==> src/rtl/evenparity_rx.sv <==
// Bit-serial even-parity word receiver: start, z[8:1] data MSB first, z[0] parity, stop.
// Presents the byte with parity/framing status on a valid/ready port and counts errored frames.
module evenparity_rx #(
   parameter int CNT_W    = 8,
   parameter bit DROP_BAD = 1'b0
) (
   input  logic             clk,
   input  logic             rst,
   input  logic             bit_en,
   input  logic             sin,
   input  logic             out_ready,
   input  logic             err_clr,
   output logic [7:0]       out_data,
   output logic             out_perr,
   output logic             out_ferr,
   output logic             out_valid,
   output logic             overrun,
   output logic [CNT_W-1:0] err_cnt,
   output logic             busy
);

   typedef enum logic [1:0] {IDLE, DATA, STOP} state_t;

   state_t           state_reg, state_next;
   logic [3:0]       cnt_reg, cnt_next;
   logic [8:0]       shift_reg, shift_next;
   logic [7:0]       data_reg;
   logic             perr_reg, ferr_reg, valid_reg, overrun_reg;
   logic [CNT_W-1:0] err_cnt_reg;

   logic done, frame_perr, frame_ferr, frame_bad, frame_keep;
   logic accept, load, lost, err_inc;

   always_ff @(posedge clk) begin
      if (rst) begin
         state_reg <= IDLE;
         cnt_reg   <= 4'd0;
         shift_reg <= 9'd0;
      end else begin
         state_reg <= state_next;
         cnt_reg   <= cnt_next;
         shift_reg <= shift_next;
      end
   end

   always_comb begin
      state_next = state_reg;
      cnt_next   = cnt_reg;
      shift_next = shift_reg;
      done       = 1'b0;
      case (state_reg)
         IDLE: begin
            if (bit_en && !sin) begin
               state_next = DATA;
               cnt_next   = 4'd0;
            end
         end
         DATA: begin
            if (bit_en) begin
               shift_next = {shift_reg[7:0], sin};
               if (cnt_reg == 4'd8) begin
                  cnt_next   = 4'd0;
                  state_next = STOP;
               end else begin
                  cnt_next = cnt_reg + 4'd1;
               end
            end
         end
         STOP: begin
            // A low stop bit only flags a framing error; it never restarts a frame.
            if (bit_en) begin
               done       = 1'b1;
               state_next = IDLE;
            end
         end
         default: state_next = IDLE;
      endcase
   end

   assign frame_perr = ^shift_reg;
   assign frame_ferr = ~sin;
   assign frame_bad  = frame_perr | frame_ferr;
   assign frame_keep = (DROP_BAD == 1'b0) || !frame_bad;
   assign accept     = valid_reg && out_ready;
   assign load       = done && frame_keep && (!valid_reg || out_ready);
   assign lost       = done && frame_keep && valid_reg && !out_ready;
   assign err_inc    = done && frame_bad;

   always_ff @(posedge clk) begin
      if (rst) begin
         data_reg  <= 8'd0;
         perr_reg  <= 1'b0;
         ferr_reg  <= 1'b0;
         valid_reg <= 1'b0;
      end else if (load) begin
         data_reg  <= shift_reg[8:1];
         perr_reg  <= frame_perr;
         ferr_reg  <= frame_ferr;
         valid_reg <= 1'b1;
      end else if (accept) begin
         valid_reg <= 1'b0;
      end
   end

   // Clear and a same-cycle event combine so the new event is never lost.
   always_ff @(posedge clk) begin
      if (rst) begin
         err_cnt_reg <= '0;
         overrun_reg <= 1'b0;
      end else begin
         if (err_clr) begin
            err_cnt_reg <= err_inc ? CNT_W'(1) : '0;
         end else if (err_inc && !(&err_cnt_reg)) begin
            err_cnt_reg <= err_cnt_reg + CNT_W'(1);
         end
         if (err_clr) begin
            overrun_reg <= lost;
         end else if (lost) begin
            overrun_reg <= 1'b1;
         end
      end
   end

   assign out_data  = data_reg;
   assign out_perr  = perr_reg;
   assign out_ferr  = ferr_reg;
   assign out_valid = valid_reg;
   assign overrun   = overrun_reg;
   assign err_cnt   = err_cnt_reg;
   assign busy      = (state_reg != IDLE);

endmodule

==> config.mk <==
export PLATFORM = sky130hd
export DESIGN_NAME = evenparity_rx
export DESIGN_NICKNAME = d
export VERILOG_FILES = /design/src/rtl/evenparity_rx.sv
export SDC_FILE = /design/constraint.sdc
export NUM_CORES = 1
export LEC_CHECK = 0
export CAP_MARGIN = 5
export CELL_PAD_IN_SITES_DETAIL_PLACEMENT = 2
export CELL_PAD_IN_SITES_GLOBAL_PLACEMENT = 2
export CORE_MARGIN = 1
export CORE_UTILIZATION = 28
export CTS_BUF_LIST = sky130_fd_sc_hd__clkbuf_16
export DETAILED_ROUTE_END_ITERATION = 12
export GPL_TIMING_DRIVEN = 0
export PLACE_DENSITY = 0.84
export SYNTH_ARGS = -nofsm -noshare
export SYNTH_HDL_FRONTEND = slang
export SYNTH_SLANG_ARGS = --single-unit
==> constraint.sdc <==
create_clock -name clk -period 1.91 [get_ports clk]
set_clock_uncertainty 0.05 [all_clocks]
set_input_delay 0.573 -clock clk [delete_from_list [all_inputs] [get_ports clk]]
set_output_delay 0.573 -clock clk [all_outputs]
set_load 0.05 [all_outputs]
==> flow_summary.json <==
{
  "ys_types": 39,
  "yosys_warnings": 0,
  "cts-root-buf": "clkbuf_16",
  "synth_top_area_cell": "dfxtp_1",
  "clock_latency_ps": 280,
  "wl_per_cell_um": 16.8,
  "grt_use_total_pct": 17.0,
  "critPathMaxFanout": 7,
  "io_buffers": 25,
  "worst_slack_ps": -72.0,
  "cts_tree": "done",
  "synth_flop_cell": "dfxtp_1",
  "grt_pass1_wl_um": 7870,
  "dpl.hpwl_um": 3110,
  "synth-edff-count": 0,
  "dieArea_um2": 6050,
  "critPathCaptureType": "flip-flop",
  "cp.arrival_ps": 2100,
  "leakage_uw": 0.000911,
  "timing.final.hold_violations": 0,
  "synth_nets": 188,
  "diodes": 0,
  "cts_sinks": 35,
  "tightest_slew_ps": 592,
  "layout-drive-gt1-share_pct": 15.5,
  "die_w_um": 77.8,
  "violations": "setup timing",
  "slowest_delay_ps": 480,
  "overflow": 0,
  "ant_nets": 0,
  "dp_cells": 276,
  "final_area_um2": 2140,
  "start_util_pct": 29.2,
  "place_area_um2": 1960,
  "syn2layout_area_growth_pct": 33.2,
  "cts_buffers": 5,
  "fin_crit_sh_pct": 104,
  "max_slew_margin_pct": 60.4,
  "syn-instance-count": 179,
  "total_power_uw": 1590,
  "setup.worst_path.class": "reg -> reg",
  "required_ps": 2030,
  "dr.pass1.iters": 4,
  "antenna_found_initial": 0,
  "path_clk_slew_ps": 50,
  "final_max_slew_viol_count": 0,
  "grt_max_degree": 12,
  "fillCellCount": 618,
  "core-area_um2": 5510,
  "synth.avg_cell_area_um2": 8.99,
  "synth_area_um2": 1610,
  "nets": 222,
  "utilization_pct": 38.9,
  "crit_path_top_delay_cell": "or4b_1",
  "outcome": "finished, violations left",
  "grt_setup_unrepaired": "yes",
  "h-tree-depth": 2,
  "post-synth-top-count-cell": "dfxtp_1",
  "fp-row-count": 27,
  "yosysSeqAreaShare_pct": 43.5,
  "startpoint_type": "flip-flop",
  "grt_pass1_vias": 1557,
  "setup_violations": 2,
  "drc": 0,
  "hp-class": "reg -> reg",
  "place_congestion": 0.724,
  "finalCriticalPeriod_ps": 1980,
  "drt_iter0_drc": 49,
  "fp.dieH_um": 77.8,
  "maxCapViolCount": 0,
  "synth_top_area_share_pct": 43.5,
  "routed_wl_um": 4790,
  "peakVddDrop_v": 0.000341,
  "synth_area_leaders": "dfxtp_1 (44%), nand2_1 (6.1%), mux2i_1 (5.6%), nor2_1 (4.4%), a21oi_1 (4.4%)",
  "fmax_mhz": 505,
  "vias_per_cell": 4.97,
  "yosys_register_bits": 35,
  "hold-worst-slack_ps": 403,
  "powerDensity_nw_per_um2": 742,
  "critical_path.cell_chain": "xor2_2 > xnor3_2 > mux2i_4 > or4b_1 > o211a_1",
  "netlist_top_cells_count": "dfxtp_1 (35), nand2_1 (26), nor2_1 (19)",
  "largest_reg_flops": 9,
  "vias": 1416,
  "io_pins": 27,
  "stdcell_count": 285,
  "synthArstFlopShare_pct": 0,
  "cts_buffer_depth": 2
}
-- metrics by stage --
step	TNS (ps)	setup WS (ps)
5_1_grt	-422	-146
4_1_cts	-291	-120
2_1_floorplan	0	16.0
6_report	-134	-72.0
3_3_place_gp	-11910	-702
3_5_place_dp	-13400	-780
-- final cells by class --
type                       count  area (µm²)  area share, %
multi-input combinational    134         906           42.3
buffer                         4        32.5           1.52
sequential                    35         714           33.3
inverter                       4        15.0          0.701
timing repair buffer          29         251           11.7
tap                           72        90.1           4.20
clock buffer                   5         125           5.84
clock inverter                 2        8.76          0.409
-- power breakdown --
part           switching [µW]  internal, µW  leakage, µW
Clock                     292           468    0.0000671
Combinational            56.3          36.8     0.000558
Sequential               5.62           732     0.000286
-- cell families (layout without fill, tap and decap cells) --
logic type	count (synthesis)	count (layout)	share of synthesized area (%)
XOR/XNOR	9	9	6.77
buffers and inverters	10	44	3.42
AO/OA/AOI/OAI	32	32	12.7
adder cells (fa/ha/maj)	3	3	2.33
multiplexers	10	10	6.45
AND/OR/NAND/NOR	80	80	24.8
flip-flops	35	35	43.5
-- worst max-delay path, delay by kind of cell (launching register included) --
family | cells | cell delay [ps]
xor+xnor | 2 | 620
simple gates | 1 | 480
flops | 1 | 350
mux | 1 | 240
compound gates | 1 | 130
-- metal layers --
layer	routed length [µm]	vias up	share of wire [%]	GRT usage, %
met5	0	-	0	0
met4	68	0	1.4	5.09
met3	124	7	2.6	3.53
met2	2500	21	52	32.0
met1	2100	699	44	18.8
li1	-	689	-	-
-- final timing paths --
path                              startpoint          end  cells past startpoint  slack (ps)
worst max-delay path            shift_reg[2]   err_cnt[6]                      5         -70
worst max register to register  shift_reg[2]   err_cnt[6]                      5         -70
worst min-delay path             out_data[5]  out_data[5]                      2         400
worst min register to register   out_data[5]  out_data[5]                      2         400
-- placed cells by master (no fill, tap or decap), drive strengths merged, types with 3 or more instances in the layout --
master and count:
ha 3, nor2 19, a21oi 14, nor2b 3
clkbuf 8, nand3 7, o21ai 4, dfxtp 35
o31ai 4, a21boi 3, inv 4, nand2 26
clkdlybuf4s15 3, dlygate4sd2 19, and2 3, mux2i 10
buf 6, xnor2 5, nand2b 3, or4 3
-- timing repair --
item	in CTS	in global routing
buffers inserted	4	0
resized for setup	39	5
hold buffers	0	0
pin swaps	10	3
endpoints found under the setup margin	43	13
No activity file was read; power rests on OpenSTA's default activity.
